File: src/rtl/btb_pkg.sv
// Shared types for the branch target buffer: counter encoding, entry layout
// and the saturating direction-counter update.
package btb_pkg;

    localparam int BTB_ENTRIES = 16;
    localparam int BTB_ADDR_W  = 32;
    localparam int BTB_IDX_W   = $clog2(BTB_ENTRIES);
    localparam int BTB_TAG_W   = BTB_ADDR_W - BTB_IDX_W - 2;

    typedef enum logic [1:0] {
        BTB_CTR_SNT = 2'b00,
        BTB_CTR_WNT = 2'b01,
        BTB_CTR_WT  = 2'b10,
        BTB_CTR_ST  = 2'b11
    } btb_ctr_t;

    localparam logic [1:0] BTB_CTR_ALLOC = 2'b10;

    typedef struct packed {
        logic                  valid;
        logic [BTB_TAG_W-1:0]  tag;
        logic [BTB_ADDR_W-1:0] target;
        btb_ctr_t              ctr;
    } btb_entry_t;

    function automatic btb_ctr_t btb_ctr_next(input btb_ctr_t ctr, input logic taken);
        btb_ctr_t nxt;
        case (ctr)
            BTB_CTR_SNT: nxt = taken ? BTB_CTR_WNT : BTB_CTR_SNT;
            BTB_CTR_WNT: nxt = taken ? BTB_CTR_WT  : BTB_CTR_SNT;
            BTB_CTR_WT:  nxt = taken ? BTB_CTR_ST  : BTB_CTR_WNT;
            BTB_CTR_ST:  nxt = taken ? BTB_CTR_ST  : BTB_CTR_WT;
            default:     nxt = BTB_CTR_WNT;
        endcase
        return nxt;
    endfunction

endpackage

File: src/rtl/btb_stat_counter.sv
// Saturating event counter; sticks at all-ones until reset.
module btb_stat_counter #(
    parameter int W = 16
) (
    input  logic         btb_clk,
    input  logic         btb_rst_n,
    input  logic         inc_en,
    output logic [W-1:0] count
);

    logic [W-1:0] count_r;

    // Count enabled events, holding once saturated.
    always_ff @(posedge btb_clk or negedge btb_rst_n) begin
        if (!btb_rst_n) begin
            count_r <= {W{1'b0}};
        end else if (inc_en && (count_r != {W{1'b1}})) begin
            count_r <= count_r + {{(W-1){1'b0}}, 1'b1};
        end
    end

    assign count = count_r;

endmodule

File: src/rtl/branch_target_buffer_table.sv
// Direct-mapped branch target buffer: registered fetch-side prediction,
// execute-side update/allocate, flush, and lookup/hit statistics.
module branch_target_buffer_table
    import btb_pkg::*;
#(
    parameter int ENTRIES = BTB_ENTRIES,
    parameter int ADDR_W  = BTB_ADDR_W,
    parameter int STAT_W  = 16
) (
    input  logic              btb_clk,
    input  logic              btb_rst_n,
    input  logic              btb_lookup_valid,
    input  logic [ADDR_W-1:0] btb_lookup_pc,
    output logic              btb_pred_valid,
    output logic              btb_pred_hit,
    output logic              btb_pred_taken,
    output logic [ADDR_W-1:0] btb_pred_target,
    input  logic              btb_update_valid,
    input  logic [ADDR_W-1:0] btb_update_pc,
    input  logic              btb_update_taken,
    input  logic [ADDR_W-1:0] btb_update_target,
    input  logic              btb_flush,
    output logic [STAT_W-1:0] btb_lookup_cnt,
    output logic [STAT_W-1:0] btb_hit_cnt
);

    localparam int IDX_W = $clog2(ENTRIES);
    localparam logic [ADDR_W-1:0] PC_STEP = ADDR_W'(3'd4);

    btb_entry_t entries_r [ENTRIES];

    logic [IDX_W-1:0]  lk_idx_s;
    logic [BTB_TAG_W-1:0] lk_tag_s;
    btb_entry_t        lk_entry_s;
    logic              lk_hit_s;
    logic              lk_taken_s;
    logic [ADDR_W-1:0] lk_target_s;

    logic [IDX_W-1:0]  up_idx_s;
    logic [BTB_TAG_W-1:0] up_tag_s;
    btb_entry_t        up_entry_s;
    logic              up_hit_s;

    logic              pred_valid_r;
    logic              pred_hit_r;
    logic              pred_taken_r;
    logic [ADDR_W-1:0] pred_target_r;

    // Byte offset within the word never participates in index or tag.
    logic unused_pc_bits_s;
    assign unused_pc_bits_s = ^{btb_lookup_pc[1:0], btb_update_pc[1:0]};

    assign lk_idx_s = btb_lookup_pc[IDX_W+1:2];
    assign lk_tag_s = btb_lookup_pc[ADDR_W-1:IDX_W+2];
    assign up_idx_s = btb_update_pc[IDX_W+1:2];
    assign up_tag_s = btb_update_pc[ADDR_W-1:IDX_W+2];

    // Read the indexed entry from state, so a same-cycle update is not seen.
    always_comb begin
        lk_entry_s = entries_r[lk_idx_s];
        lk_hit_s   = lk_entry_s.valid && (lk_entry_s.tag == lk_tag_s);
        lk_taken_s = lk_hit_s && lk_entry_s.ctr[1];
        if (lk_taken_s) begin
            lk_target_s = lk_entry_s.target;
        end else begin
            lk_target_s = btb_lookup_pc + PC_STEP;
        end
    end

    // Hit detection for the entry being updated.
    always_comb begin
        up_entry_s = entries_r[up_idx_s];
        up_hit_s   = up_entry_s.valid && (up_entry_s.tag == up_tag_s);
    end

    // Register the prediction; idle cycles drive all prediction fields low.
    always_ff @(posedge btb_clk or negedge btb_rst_n) begin
        if (!btb_rst_n) begin
            pred_valid_r  <= 1'b0;
            pred_hit_r    <= 1'b0;
            pred_taken_r  <= 1'b0;
            pred_target_r <= {ADDR_W{1'b0}};
        end else if (btb_lookup_valid) begin
            pred_valid_r  <= 1'b1;
            pred_hit_r    <= lk_hit_s;
            pred_taken_r  <= lk_taken_s;
            pred_target_r <= lk_target_s;
        end else begin
            pred_valid_r  <= 1'b0;
            pred_hit_r    <= 1'b0;
            pred_taken_r  <= 1'b0;
            pred_target_r <= {ADDR_W{1'b0}};
        end
    end

    // Table state: flush beats update; taken misses allocate over the old occupant.
    always_ff @(posedge btb_clk or negedge btb_rst_n) begin
        if (!btb_rst_n) begin
            for (int i = 0; i < ENTRIES; i++) begin
                entries_r[i].valid  <= 1'b0;
                entries_r[i].tag    <= {BTB_TAG_W{1'b0}};
                entries_r[i].target <= {ADDR_W{1'b0}};
                entries_r[i].ctr    <= BTB_CTR_WNT;
            end
        end else if (btb_flush) begin
            for (int i = 0; i < ENTRIES; i++) begin
                entries_r[i].valid <= 1'b0;
            end
        end else if (btb_update_valid) begin
            if (up_hit_s) begin
                entries_r[up_idx_s].ctr <= btb_ctr_next(up_entry_s.ctr, btb_update_taken);
                if (btb_update_taken) begin
                    entries_r[up_idx_s].target <= btb_update_target;
                end
            end else if (btb_update_taken) begin
                entries_r[up_idx_s].valid  <= 1'b1;
                entries_r[up_idx_s].tag    <= up_tag_s;
                entries_r[up_idx_s].target <= btb_update_target;
                entries_r[up_idx_s].ctr    <= btb_ctr_t'(BTB_CTR_ALLOC);
            end
        end
    end

    btb_stat_counter #(.W(STAT_W)) u_lookup_cnt (
        .btb_clk   (btb_clk),
        .btb_rst_n (btb_rst_n),
        .inc_en    (btb_lookup_valid),
        .count     (btb_lookup_cnt)
    );

    btb_stat_counter #(.W(STAT_W)) u_hit_cnt (
        .btb_clk   (btb_clk),
        .btb_rst_n (btb_rst_n),
        .inc_en    (btb_lookup_valid & lk_hit_s),
        .count     (btb_hit_cnt)
    );

    assign btb_pred_valid  = pred_valid_r;
    assign btb_pred_hit    = pred_hit_r;
    assign btb_pred_taken  = pred_taken_r;
    assign btb_pred_target = pred_target_r;

endmodule

File: config.mk
export PLATFORM = sky130hd
export DESIGN_NAME = branch_target_buffer_table
export DESIGN_NICKNAME = d
export VERILOG_FILES = /design/src/rtl/btb_pkg.sv /design/src/rtl/btb_stat_counter.sv /design/src/rtl/branch_target_buffer_table.sv
export SDC_FILE = /design/constraint.sdc
export NUM_CORES = 2
export LEC_CHECK = 0
export CORE_MARGIN = 5
export CORE_UTILIZATION = 30
export CTS_BUF_LIST = sky130_fd_sc_hd__clkbuf_4
export DETAILED_ROUTE_END_ITERATION = 16
export SETUP_SLACK_MARGIN = 0.3
export SKIP_LAST_GASP = 1
export SLEW_MARGIN = 20
export SYNTH_ARGS = -nofsm -noshare
export SYNTH_HDL_FRONTEND = slang
export SYNTH_SLANG_ARGS = --single-unit
File: constraint.sdc
create_clock -name btb_clk -period 6.37 [get_ports btb_clk]
set_input_delay 1.274 -clock btb_clk [delete_from_list [all_inputs] [get_ports btb_clk]]
set_output_delay 1.274 -clock btb_clk [all_outputs]
set_load 0.02 [all_outputs]
==> flow_summary.json <==
{
  "powerDensity_nw_per_um2": 274,
  "ctsResizeCount": 0,
  "ys_async_sr_fraction_pct": 100,
  "synthToLayoutAreaGrowth_pct": 15.6,
  "crit_start": "btb_update_pc[2]",
  "ys_warn_count": 0,
  "rsz0062_at_grt": "no",
  "status": "completed",
  "first_pass_iters": 6,
  "route.detailed.drc": 0,
  "fmax_ghz": 0.219,
  "p_leak_nw": 28.1,
  "crit_required_ns": 7.42,
  "grt_pass1_wl_um": 253000,
  "cp-start-kind": "input pin",
  "hold_path_class": "reg -> reg",
  "timing.final.ws_setup_ns": 1.81,
  "r2r-start": "entries_r[294]$_DFFE_PN0P_",
  "root_buffer": "clkbuf_4",
  "ys.flop_type": "dfrtp_1",
  "ys_seq_area_share_pct": 48.1,
  "crit_path_end_kind": "register",
  "yosysUniqueCellTypes": 86,
  "arrival_ns": 5.61,
  "worstPathMaxFanout": 37,
  "dp_slack_ns": 0.688,
  "grt_antenna_before_repair": 47,
  "die_area_um2": 190000,
  "wl_per_cell_um": 26.1,
  "viasPerCell": 5.30,
  "globalRouteOverflowTotal": 0,
  "worst_pin_slew_ns": 1.19,
  "synth_cells": 3707,
  "timing.slew.headroom_pct": 20.6,
  "crit_type": "in -> reg",
  "clk_latency_ns": 1.27,
  "fin_crit_ns": 4.56,
  "globalplace.congestion": 0.933,
  "postRouteAntennaNets": 0,
  "clock_path_buffers": 4,
  "yosysTopAreaCell": "dfrtp_1",
  "dpl.hpwl_um": 109000,
  "dr.first_iter.drc_count": 2842,
  "dr_total_vias": 35000,
  "drive_gt1_share_pct": 47.4,
  "skew_ns": 0.156,
  "ioPinCount": 169,
  "die_h_um": 436,
  "netlist_area_um2": 54300,
  "cts_tree": "yes",
  "synth_most_common_cell": "dfrtp_1",
  "post_cts_buffers": 0,
  "port_buffers": 166,
  "cts_sinks": 1043,
  "row_count": 156,
  "grt_pass1_vias": 36300,
  "num-fill-cells": 17600,
  "synth_edf_count": 0,
  "peakVddDrop_mv": 0.124,
  "slew_viol_final": 0,
  "hp-start": "u_hit_cnt.count[8]$_DFFE_PN0P_",
  "ys_ff_latch": 1043,
  "postSynthNetCount": 3812,
  "fp.dieW_um": 436,
  "max_cap_violations": 0,
  "setup_violations": 0,
  "synth_top_area_share_pct": 47.3,
  "synth_commonest_cells": "1027 x dfrtp_1, 734 x mux2_2, 313 x mux4_2",
  "synth_area_leaders": "dfrtp_1 47%, mux2_2 15%, mux4_2 13%",
  "nets": 4125,
  "finalCritPeriodShare_pct": 71.6,
  "finalSetupTns_ns": 0,
  "grt.total_usage_pct": 17.8,
  "drt-total-wl_um": 172000,
  "cts.clk_slew.worst_paths_ns": 0.06,
  "numCtsBuffers": 304,
  "final_hold_viol_count": 0,
  "start_util_pct": 30.1,
  "synth_area_per_cell_um2": 14.7,
  "grt_max_degree": 173,
  "core_um2": 180000,
  "cts_max_level": 5
}
metal layers:
layer / global-route usage, % / wire [um] / vias up
met3: 4.12 / 11000 / 414
met2: 28.3 / 81600 / 1243
met4: 7.73 / 7330 / 16
met5: 0 / 100 / -
li1: - / - / 14800
met1: 23.2 / 72300 / 18600
power by group:
part	internal [mW]	total, mW	switching, mW
clock network	3.37	6.29	2.92
logic	1.63	2.98	1.35
registers	7.44	7.96	0.515
layout by cell type, fill, tap and decap left out, drive strengths merged, types with 35 or more instances in the layout:
master,n
a22oi,47
buf,163
clkbuf,460
clkdlybuf4s50,156
clkinv,35
dfrtp,1027
inv,37
mux2,992
mux2i,181
mux4,317
nand2,148
nor2,84
nor3,43
xnor2,60
cells by family after synthesis:
family | count (synthesis) | share of synthesized area [%]
xor gates and xnor gates | 92 | 1.48
AOI/OAI and AO/OA | 262 | 3.59
adders and majority gates | 5 | 0.106
DFF | 1043 | 48.1
buffers and inverters | 348 | 3.29
muxes | 1490 | 38.8
and+or+nand+nor | 467 | 4.65
metrics by stage:
| stage | cell area [um^2] | hold slack (ns) | power, mW | cells | util, % |
|---|---|---|---|---|---|
| finish | 62800 | 0.485 | 17.2 | 6610 | 34.8 |
| detailed placement | 59000 | 0.476 | 11.0 | 6083 | 32.7 |
| global placement | 59000 | 0.472 | 10.9 | 6082 | 32.7 |
| CTS | 62700 | 0.421 | 17.4 | 6584 | 34.8 |
| floorplan | 54300 | 0.461 | 9.96 | 3707 | - |
| global route | 62800 | 0.487 | 18.1 | 6601 | 34.8 |
flip-flops by register name, summed over array words and instances, names as in the netlist:
register / cells
btb_pred_target: 32
u_hit_cnt.count: 16
btb_pred_taken: 1
btb_pred_valid: 1
u_lookup_cnt.count: 16
entries_r: 976
btb_pred_hit: 1
final cells by class:
class	count	area, um^2	area share, %
repair buffers	321	3280	5.23
diodes	26	65.1	0.104
flip-flops and latches	1043	26100	41.6
multi-input cells	2316	26500	42.3
clock inverters	41	243	0.387
well taps	2370	2970	4.72
inverters	34	130	0.207
clock buffers	459	3450	5.49
critical path: stages:
cell and delay [ns]:
buf_4 0.55, buf_4 0.46, mux4_2 0.56, mux2i_1 0.20, xnor2_1 0.20, mux2_2 0.34
nor4_1 0.29, nand4b_2 0.21, nor4b_4 0.33, buf_12 0.27, nor3_4 0.15, buf_8 0.21
buf_12 0.16, mux2_4 0.30
timing repair:
item | 4_1_cts | 5_1_grt
endpoints found under the setup margin | 0 | 0
hold endpoints to repair | 1 | 0
hold buffers | 1 | 0
worst paths after layout:
| kind | cells after the start | slack (ns) | to |
|---|---|---|---|
| min reg2reg | 1 | 0.48 | u_hit_cnt.count[8]$_DFFE_PN0P_ |
| max | 14 | 1.81 | entries_r[593]$_DFFE_PN0P_ |
| min in group asynchronous | 2 | 0.65 | entries_r[902]$_DFFE_PN0P_ |
| max in group asynchronous | 3 | 4.08 | entries_r[396]$_DFFE_PN0P_ |
| min | 1 | 0.48 | u_hit_cnt.count[8]$_DFFE_PN0P_ |
| max reg2reg | 12 | 2.29 | entries_r[593]$_DFFE_PN0P_ |
No activity file was read; power rests on OpenSTA's default activity.
